## src/rtl/addi_ctrl.sv

```systemverilog
// Multi-cycle controller for a single-instruction (addi) core: fetch, decode,
// register read, execute with signed-overflow trap, and register write-back.
module addi_ctrl #(
    parameter logic [31:0] RESET_PC      = 32'h0000_0000,
    parameter logic [5:0]  ADDI_OP       = 6'b001000,
    parameter int          FETCH_TIMEOUT = 15
) (
    input  logic        clk,
    input  logic        rst_n,
    input  logic        start,
    input  logic        stop,
    output logic        imem_req,
    output logic [31:0] imem_addr,
    input  logic        imem_valid,
    input  logic [31:0] imem_rdata,
    output logic [4:0]  rf_raddr,
    input  logic [31:0] rf_rdata,
    output logic        rf_we,
    output logic [4:0]  rf_waddr,
    output logic [31:0] rf_wdata,
    output logic        busy,
    output logic        trap,
    output logic [1:0]  trap_cause,
    output logic [15:0] retired
);

    localparam int TO_W = (FETCH_TIMEOUT > 1) ? $clog2(FETCH_TIMEOUT) : 1;
    localparam logic [TO_W-1:0] TO_LAST = TO_W'(FETCH_TIMEOUT - 1);

    localparam logic [1:0] CAUSE_ILLEGAL  = 2'd1;
    localparam logic [1:0] CAUSE_OVERFLOW = 2'd2;
    localparam logic [1:0] CAUSE_TIMEOUT  = 2'd3;

    typedef enum logic [2:0] {
        IDLE   = 3'd0,
        FETCH  = 3'd1,
        DECODE = 3'd2,
        READ   = 3'd3,
        EXEC   = 3'd4,
        WB     = 3'd5,
        TRAP   = 3'd6
    } state_t;

    state_t state, next_state;

    logic [31:0]        pc;
    logic [31:0]        inst;
    logic signed [31:0] operand;
    logic signed [31:0] imm_ext;
    logic signed [31:0] sum;
    logic [TO_W-1:0]    to_cnt;

    logic [5:0]  opcode;
    logic [4:0]  rs;
    logic [4:0]  rt;
    logic [15:0] imm;

    logic       latch_inst;
    logic       capture_op;
    logic       retire;
    logic       to_inc;
    logic       trap_set;
    logic [1:0] cause_next;

    // Two's-complement overflow: like-signed operands yielding an opposite-signed result.
    function automatic logic add_overflow(input logic signed [31:0] a,
                                          input logic signed [31:0] b,
                                          input logic signed [31:0] s);
        return (a[31] == b[31]) && (s[31] != a[31]);
    endfunction

    assign opcode  = inst[31:26];
    assign rs      = inst[25:21];
    assign rt      = inst[20:16];
    assign imm     = inst[15:0];
    assign imm_ext = {{16{imm[15]}}, imm};
    assign sum     = operand + imm_ext;

    assign imem_addr = pc;
    assign busy      = (state != IDLE) && (state != TRAP);
    assign trap      = (state == TRAP);

    always_ff @(posedge clk or negedge rst_n) begin
        if (!rst_n) begin
            state <= IDLE;
        end else begin
            state <= next_state;
        end
    end

    always_comb begin
        next_state = state;
        imem_req   = 1'b0;
        rf_raddr   = 5'd0;
        rf_we      = 1'b0;
        rf_waddr   = 5'd0;
        rf_wdata   = 32'd0;
        latch_inst = 1'b0;
        capture_op = 1'b0;
        retire     = 1'b0;
        to_inc     = 1'b0;
        trap_set   = 1'b0;
        cause_next = 2'd0;
        case (state)
            IDLE: begin
                if (start && !stop) next_state = FETCH;
            end
            FETCH: begin
                imem_req = 1'b1;
                if (imem_valid) begin
                    latch_inst = 1'b1;
                    next_state = DECODE;
                end else if (to_cnt == TO_LAST) begin
                    trap_set   = 1'b1;
                    cause_next = CAUSE_TIMEOUT;
                    next_state = TRAP;
                end else begin
                    to_inc = 1'b1;
                end
            end
            DECODE: begin
                if (opcode == ADDI_OP) begin
                    next_state = READ;
                end else if (opcode == 6'd0) begin
                    retire     = 1'b1;
                    next_state = stop ? IDLE : FETCH;
                end else begin
                    trap_set   = 1'b1;
                    cause_next = CAUSE_ILLEGAL;
                    next_state = TRAP;
                end
            end
            READ: begin
                rf_raddr   = rs;
                capture_op = 1'b1;
                next_state = EXEC;
            end
            EXEC: begin
                if (add_overflow(operand, imm_ext, sum)) begin
                    trap_set   = 1'b1;
                    cause_next = CAUSE_OVERFLOW;
                    next_state = TRAP;
                end else begin
                    next_state = WB;
                end
            end
            WB: begin
                // Register 0 is hardwired: the write is suppressed but the instruction retires.
                rf_we      = (rt != 5'd0);
                rf_waddr   = rt;
                rf_wdata   = sum;
                retire     = 1'b1;
                next_state = stop ? IDLE : FETCH;
            end
            TRAP: begin
                next_state = TRAP;
            end
            default: begin
                next_state = IDLE;
            end
        endcase
    end

    always_ff @(posedge clk or negedge rst_n) begin
        if (!rst_n) begin
            pc         <= RESET_PC;
            retired    <= 16'd0;
            trap_cause <= 2'd0;
            to_cnt     <= '0;
        end else begin
            if (retire) begin
                pc      <= pc + 32'd4;
                retired <= retired + 16'd1;
            end
            if (trap_set) trap_cause <= cause_next;
            // Counter idles at zero outside FETCH so every FETCH entry starts a fresh window.
            if (state != FETCH) begin
                to_cnt <= '0;
            end else if (to_inc) begin
                to_cnt <= to_cnt + TO_W'(1);
            end
        end
    end

    always_ff @(posedge clk) begin
        if (latch_inst) inst <= imem_rdata;
        if (capture_op) operand <= rf_rdata;
    end

endmodule
```

## config.mk

```make
export PLATFORM = sky130hd
export DESIGN_NAME = addi_ctrl
export DESIGN_NICKNAME = d
export VERILOG_FILES = /design/src/rtl/addi_ctrl.sv
export SDC_FILE = /design/constraint.sdc
export NUM_CORES = 1
export LEC_CHECK = 0
export BUFFER_PORTS_ARGS = -buffer_cell sky130_fd_sc_hd__buf_2
export CORE_MARGIN = 2
export CORE_UTILIZATION = 30
export CTS_CLUSTER_DIAMETER = 40
export CTS_CLUSTER_SIZE = 28
export DETAILED_ROUTE_END_ITERATION = 8
export SYNTH_ARGS = -nofsm -noshare
export SYNTH_HDL_FRONTEND = slang
export SYNTH_SLANG_ARGS = --single-unit
```

## constraint.sdc

```tcl
create_clock -name clk -period 4.9 [get_ports clk]
set_input_delay 0.98 -clock clk [delete_from_list [all_inputs] [get_ports clk]]
set_output_delay 0.98 -clock clk [all_outputs]
set_load 0.1 [all_outputs]
```

==> run metrics, run 1 <==
DR pass1 iterations 4; Sink Count 119; die area 0.0234 mm2; Synth Flop Type edfxtp_1; P&R area growth vs syn 25.8%; Synth Area in Compound Gates 13.1%; Synth Area in XOR/XNOR 9.06%; CTS Buf Count 17; fill count 2178; post-CTS setup buffer count 0; CP Cell Sequence ha_1 > inv_1 > fa_1 > nor2b_1 > o21bai_1 > a21bo_1 > a21oi_1 > a31oi_1 > o31ai_1 > mux2i_1 > buf_2; fin crit period 4530 ps; effective utilization at floorplan 30.6%; Netlist cell types 66; first-pass GRT wire length 26500 um; Tcrit/Tclk final 92.4%; post-route ant nets 0; Adder-Cell Fraction of Synth Area 6.87%; Syn Inst Count 620; routability-driven placement congestion ratio 0.834; multi-input combinational cell area 0.00318 mm2; mapped cell area 0.00667 mm2; # nets final 890; Placed Instances 1046; clock slew at reported path FFs 60 ps; Seq/Total Area, Yosys 49.5%; initial DRC count 286; Vias/cell 4.79; register area 0.00330 mm2; TritonCTS clock tree yes; mux share of post-synthesis cell area 1.26%; Die Ht 153 um; Fin Hold WS 463 ps; post_cts resized 0; Die X 153 um; arrival time at the worst endpoint 3550 ps; RSZ-0062 raised after global routing no; Slew Limit Fails 0; Worst Setup SP inst[0]; Hold Startpoint imem_addr[31]; Async SR Flop Fraction 46.2%; final hold violations 0; Synth Area in Simple Gates 17.1%; Setup Skew 13.2 ps; CP delay by family, top compound AO/OA/AOI/OAI gates; IO buf count 162; GRT Total Usage 14.2%; WP data required 3920 ps; worst-skew pair later-pin latency 410 ps; peak per-stage delay on the critical path 460 ps; drt wl/cell 15.3 um; dpl ws 800 ps; Worst Hold Class reg2reg; Residual DRC 0; Worst Tran Pin Value 994 ps; Setup CP Type reg2out; critical path fanouts, max 4; IO Count 165; worst reg2reg path startpoint state[1]; largest net degree at the start of global routing 56; CP max stage cell buf_2; Layout Cells excl Fill 1082; max-capacitance violation count 0; synth warn 0; critical path startpoint category flip-flop; Worst VDD drop 0.669 mV; EDFF count, synth 64; Post-CTS Hold Fix Bufs 0; GR Overflow Total 0; endpoints failing setup 0; clock tree buffer depth 2; Pwr Density 559 mW/mm2; stages on the worst setup path 11; FF+latch count, synth 119; initial antenna violation count 5; detailed-route via count 5178; post-route total power 4680 uW; leak pwr 0.00377 uW; kind of end point of the critical path primary output; Final WS setup 371 ps; Highest Clock Rate 0.221 GHz; R2R cell count 9; DP Wirelength 12100 um; Hold Path Cell Cnt 1; status finished clean; worst path bufs/invs 2; share of cells above drive strength 1 28.9%; Core Box Area 0.0218 mm2; Rel. slew slack 33.6%; largest family of logic cells by synthesized area simple AND/OR/NAND/NOR gates; vias in the first global route 5097; H-tree Lvls 4; root buf cell clkbuf_16; drt total wl 16500 um; Synth Area per Inst 10.8 um2; Sum Neg Setup Slack 0 ps; row count 54
## Yosys cell counts, types with 3 or more instances
| cell | n | area share [%] |
|---|---|---|
| a211oi_1 | 7 | 0.79 |
| a21o_1 | 8 | 0.90 |
| a21oi_1 | 30 | 2.3 |
| a31oi_1 | 10 | 0.94 |
| and2_1 | 12 | 1.1 |
| and3_1 | 16 | 1.5 |
| and4_1 | 5 | 0.66 |
| buf_2 | 9 | 0.68 |
| buf_4 | 4 | 0.45 |
| clkbuf_1 | 5 | 0.28 |
| dfrtp_1 | 55 | 21 |
| edfxtp_1 | 64 | 29 |
| ha_1 | 35 | 6.6 |
| inv_1 | 22 | 1.2 |
| mux2_2 | 3 | 0.51 |
| mux2i_1 | 5 | 0.75 |
| nand2_1 | 53 | 3.0 |
| nand2b_1 | 9 | 0.84 |
| nand3_1 | 16 | 1.2 |
| nand3_2 | 4 | 0.60 |
| nand4_1 | 14 | 1.3 |
| nor2_1 | 57 | 3.2 |
| nor2b_1 | 4 | 0.38 |
| nor3_1 | 11 | 0.83 |
| o211ai_1 | 3 | 0.34 |
| o21a_1 | 6 | 0.68 |
| o21ai_0 | 15 | 1.1 |
| o21ai_2 | 3 | 0.39 |
| o21bai_1 | 9 | 1.0 |
| o31ai_1 | 6 | 0.68 |
| or3_1 | 6 | 0.56 |
| xnor2_1 | 51 | 6.7 |
| xor2_1 | 18 | 2.4 |
## per-layer routing
metal  track usage [%]  vias up  wire [um]
li1                  -     2578          -
met1              18.5     2437       7440
met2              22.6      151       7740
met3              4.71       12       1180
met4              4.37        0        163
met5                 0        -          0
## layout make-up
cell class              instances  share of cell area (%)
flip-flops and latches        119                    39.3
multi-input cells             459                    38.0
repair buffers                166                    10.0
clock buffers                  22                    6.18
well taps                     280                    4.18
clock inverters                10                    1.22
inverters                      22                   0.985
diodes                          4                   0.119
## flip-flops by register name (all words and copies together), names as in the netlist
register / count
inst: 32
operand: 32
imem_addr: 30
retired: 16
to_cnt: 4
state: 3
trap_cause: 2
## layout by cell type (no fill, tap or decap), drive strengths merged, types with 3 or more instances in the layout
cell and instances:
xor2 18, a31oi 10, a21o 8, nand2b 9
inv 26, mux2 3, dfrtp 55, nor2b 4
clkinv 5, diode 4, and2 14, nor3 13
nand3 20, a21oi 32, buf 166, mux2i 5
edfxtp 64, nand4 16, o211ai 4, o21bai 9
and3 17, and4 5, clkbuf 22, o31ai 6
nor2 57, o21a 8, ha 35, o21ai 19
nand2 53, a211oi 7, or3 6, xnor2 51
## path summary, 6_finish.rpt
kind                                 end  slack (ps)
min                        imem_addr[31]         460
max reg2reg                imem_addr[31]        1740
max in group asynchronous      to_cnt[2]        3730
max                         rf_wdata[24]         370
min in group asynchronous  imem_addr[17]         700
min reg2reg                imem_addr[31]         460
## where the power goes
group | leakage [uW] | internal (uW) | total (uW) | switching [uW]
logic | 0.00214 | 463 | 2070 | 1610
registers | 0.00132 | 1190 | 1320 | 124
clock network | 0.000307 | 811 | 1290 | 483
## stage by stage
stage	cell area, um2	util [%]
6_report	8390	38.4
3_3_place_gp	7760	35.5
2_1_floorplan	6680	-
3_5_place_dp	7760	35.5
4_1_cts	8380	38.4
5_1_grt	8380	38.4
## kinds of logic after synthesis
group,Yosys count
AOI/OAI and AO/OA,122
xor gates and xnor gates,69
adders and majority gates,36
buffers and inverters,43
DFF,119
muxes,8
other,1
and+or+nand+nor,222
(Power assumes the default switching activity.)
==> run 2, diff against run 1 <==
--- a/config.mk
+++ b/config.mk
@@ -8,2 +8,3 @@
 export BUFFER_PORTS_ARGS = -buffer_cell sky130_fd_sc_hd__buf_2
+export CAP_MARGIN = 20
 export CORE_MARGIN = 2
==> constraint.sdc (replaced) <==
create_clock -name clk -period 4.9 [get_ports clk]
set_input_delay 0.49 -clock clk [delete_from_list [all_inputs] [get_ports clk]]
set_output_delay 0.49 -clock clk [all_outputs]
set_load 0.02 [all_outputs]
==> run metrics, run 2 (synthesis results as in run 1) <==
status finished clean; share of cells above drive strength 1 28.7%; reg-to-reg endpoint state[0]; critical path fanouts, max 20; Residual DRC 0; Setup CP Type reg2out; CP Cell Sequence ha_1 > nand2_1 > o21ai_2 > o21bai_1 > o211ai_1 > o21a_4 > or4_1 > nand3_1 > buf_2; most frequent cells in the layout 162 x buf_2, 64 x edfxtp_1, 56 x nor2_1; Pwr Density 449 mW/mm2; Setup Skew 9.01 ps; final hold violations 0; first-pass GRT wire length 27000 um; routability-driven placement congestion ratio 0.851; worst-skew pair later-pin latency 410 ps; leak pwr 0.00373 uW; post-CTS setup buffer count 0; peak per-stage delay on the critical path 700 ps; Placed Area 0.00775 mm2; leading cell type in the layout, fill and taps excluded buf_2; fill count 2173; R2R cell count 7; Post-CTS Hold Fix Bufs 0; fin crit period 3770 ps; RSZ-0062 raised after global routing no; clock tree buffer depth 2; DR pass1 iterations 4; drt wl/cell 15.6 um; Fin Hold WS 214 ps; GR Overflow Total 0; DP Wirelength 12200 um; Worst Tran Pin Value 996 ps; Worst VDD drop 0.240 mV; P&R area growth vs syn 24.5%; GRT Total Usage 14.6%; die area 0.0234 mm2; worst path bufs/invs 1; Slew Limit Fails 0; Sink Count 119; r2r setup slk 1950 ps; CTS Buf Count 17; Die Ht 153 um; arrival time at the worst endpoint 3280 ps; worst reg2reg path startpoint inst[15]; CP delay by family, top compound AO/OA/AOI/OAI gates; detailed-route via count 5138; initial antenna violation count 2; H-tree Lvls 4; IO Count 165; vias in the first global route 5026; Rel. slew slack 33.4%; endpoints failing setup 0; WP data required 4410 ps; initial DRC count 240; post_cts resized 0; drt total wl 16900 um; TritonCTS clock tree yes; Highest Clock Rate 0.265 GHz; post-route total power 3720 uW; row count 54; Worst Hold Class in2async; max-capacitance violation count 0; Sum Neg Setup Slack 0 ps; kind of end point of the critical path primary output; CP max stage cell edfxtp_1; clock slew at reported path FFs 60 ps; largest net degree at the start of global routing 56; Vias/cell 4.76; # nets final 890; Tcrit/Tclk final 77.0%; post-route ant nets 0; IO buf count 162; root buf cell clkbuf_16; final instance area 0.00830 mm2; effective utilization at floorplan 30.6%; critical path startpoint category flip-flop; Die X 153 um; Core Box Area 0.0218 mm2
-- run 2: where the power goes --
part           switching, uW  leakage [uW]  total, uW  internal [uW]
logic                    767       0.00213       1230            463
clock network            487      0.000272       1170            682
registers                131       0.00132       1320           1190
-- run 2: worst max-delay path by stage --
stage               startpoint           end  slack, ps  cells past startpoint
detailed placement    inst[15]  rf_wdata[28]       1560                      9
global placement      inst[15]  rf_wdata[24]       1580                      9
finish                inst[15]  rf_wdata[28]       1130                      9
floorplan             inst[15]  rf_wdata[30]       1890                      9
CTS                   inst[15]  rf_wdata[28]       1100                      9
global route          inst[15]  rf_wdata[24]        880                      9
-- run 2: through the flow --
step	utilization, %	worst slack, ps	cells
floorplan	-	1890	621
global placement	35.5	1580	1046
detailed placement	35.5	1560	1046
CTS	38.0	1100	1078
global route	38.0	880	1079
finish	38.0	1130	1080
-- run 2: worst register-to-register path: cells and delay by family, from the launching register on --
kind	cells	cell delay, ps
flops	1	700
fa+ha+maj	1	600
simple gates	3	710
mux	1	420
compound gates	2	480
-- run 2: area by class of cell --
| type | count | area (um2) | share of cell area (%) |
|---|---|---|---|
| Antenna cell | 2 | 5.00 | 0.0603 |
| Multi-Input combinational cell | 459 | 3180 | 38.3 |
| Clock inverter | 12 | 86.3 | 1.04 |
| Sequential cell | 119 | 3300 | 39.7 |
| Clock buffer | 20 | 458 | 5.52 |
| Timing Repair Buffer | 166 | 841 | 10.1 |
| Tap cell | 280 | 350 | 4.22 |
| Inverter | 22 | 82.6 | 0.995 |
-- run 2: layer usage --
layer | part of all wire (%) | vias to the layer above | wire length, um | GRT usage [%]
met4 | 0.84 | 0 | 142 | 3.62
met1 | 46 | 2418 | 7690 | 19.1
li1 | - | 2568 | - | -
met2 | 46 | 144 | 7850 | 22.9
met3 | 7.2 | 8 | 1220 | 5.50
met5 | 0 | - | 0 | 0
==> run 3, diff against run 2 <==
Clock period 4.9 ns to 3.65 ns, I/O delays scaled along.
==> run metrics, run 3 (synthesis results as in run 1) <==
status finished clean; multi-input combinational cell area 0.00320 mm2; drt wl/cell 15.7 um; leading cell type in the layout, fill and taps excluded buf_2; TritonCTS clock tree yes; Placed Area 0.00777 mm2; P&R area growth vs syn 25.3%; first-pass GRT wire length 27300 um; clock slew at reported path FFs 60 ps; Worst Hold Class in2reg; Core Box Area 0.0218 mm2; initial DRC count 260; routability-driven placement congestion ratio 0.820; kind of end point of the critical path primary output; fin crit period 3430 ps; Final WS setup 224 ps; Residual DRC 0; detailed-route via count 5195; Setup Skew 16.2 ps; RSZ-0062 raised after global routing no; max-capacitance violation count 0; Highest Clock Rate 0.292 GHz; Placed Instances 1049; root buf cell clkbuf_16; arrival time at the worst endpoint 3060 ps; worst reg2reg path startpoint inst[15]; H-tree Lvls 4; endpoints failing setup 0; row count 54; DP Wirelength 12400 um; worst-skew pair later-pin latency 420 ps; Rel. slew slack 57.0%; Tcrit/Tclk final 93.9%; clock tree buffer depth 2; post-route ant nets 0; Sum Neg Setup Slack 0 ps; final hold violations 0; Worst Setup SP inst[0]; GRT Total Usage 14.6%; Vias/cell 4.79; critical path fanouts, max 4; Setup CP Type reg2out; vias in the first global route 5107; IO buf count 162; Hold Startpoint rf_rdata[28]; Worst VDD drop 0.427 mV; share of cells above drive strength 1 29.6%; Die Ht 153 um; IO Count 165; # nets final 895; post-CTS setup buffer count 0; DR pass1 iterations 4; fill count 2171; leak pwr 0.00376 uW; largest net degree at the start of global routing 44; drt total wl 17000 um; GR Overflow Total 0; Die X 153 um; effective utilization at floorplan 30.6%; CTS Buf Count 17; critical path startpoint category flip-flop; most frequent cells in the layout 162 x buf_2, 64 x edfxtp_1, 56 x nor2_1; Layout Cells excl Fill 1084; Slew Limit Fails 0; initial antenna violation count 1; die area 0.0234 mm2; WP data required 3280 ps; Sink Count 119; Worst Tran Pin Value 645 ps; final instance area 0.00835 mm2; register area 0.00330 mm2; dpl ws 485 ps; Pwr Density 596 mW/mm2
[run 3: cell types whose count changed in the layout (fill, tap and decap cells not counted), moves of 2 or more]
cell      previous run  this run
buf_4                4         7
clkbuf_1             2         0
clkinv_2             2         5
clkinv_4             1         3
inv_4                4         2
o31ai_1              6         4
o31ai_2              0         2
[run 3: report_power, final]
part	switching (uW)	leakage [uW]	internal, uW
sequential	170	0.00132	1600
combinational	1050	0.00217	642
clock	647	0.000266	866
total	1870	0.00376	3110
[run 3: worst paths after layout]
check,endpoint,slack (ps),cells past startpoint
worst max-delay path,rf_wdata[24],220,11
worst min-delay path,operand[28],120,1
worst max register to register,state[0],880,8
worst min register to register,imem_addr[31],470,1
max in group asynchronous,to_cnt[3],2550,4
min in group asynchronous,imem_addr[17],380,2
[run 3: timing repair]
action	CTS	global route
hold buffers	0	1
resized for setup	0	4
setup endpoints to repair	0	5
endpoints found under the hold margin	0	11
[run 3: layer usage]
layer / global-route usage (%) / part of all wire, % / vias up
met5: 0 / 0.076 / -
met1: 19.2 / 46 / 2469
met4: 3.53 / 1.0 / 2
met2: 23.0 / 46 / 147
met3: 5.13 / 6.5 / 13
li1: - / - / 2564
[run 3: layout make-up]
cell class / instances / area share, %
clock buffers: 17 / 5.09
repair buffers: 171 / 10.7
diodes: 1 / 0.0300
inverters: 22 / 0.989
well taps: 280 / 4.19
flip-flops and latches: 119 / 39.5
clock inverters: 15 / 1.21
multi-input cells: 459 / 38.3
[run 3: per-stage QoR]
step / util, % / hold slack (ps) / power [uW]
2_1_floorplan: - / 69.4 / 2950
3_3_place_gp: 35.6 / 456 / 3470
3_5_place_dp: 35.6 / 460 / 3470
4_1_cts: 38.0 / 94.6 / 5030
5_1_grt: 38.3 / 95.2 / 5290
6_report: 38.3 / 116 / 4980
[run 3: worst max-delay path, cell delays in order (launching register included)]
cell	delay [ps]
edfxtp_1	330
ha_1	160
inv_1	50
fa_1	370
nor2b_1	210
o21bai_1	130
a21bo_1	250
a21oi_2	230
a31oi_1	170
o31ai_2	270
mux2i_1	280
buf_2	200
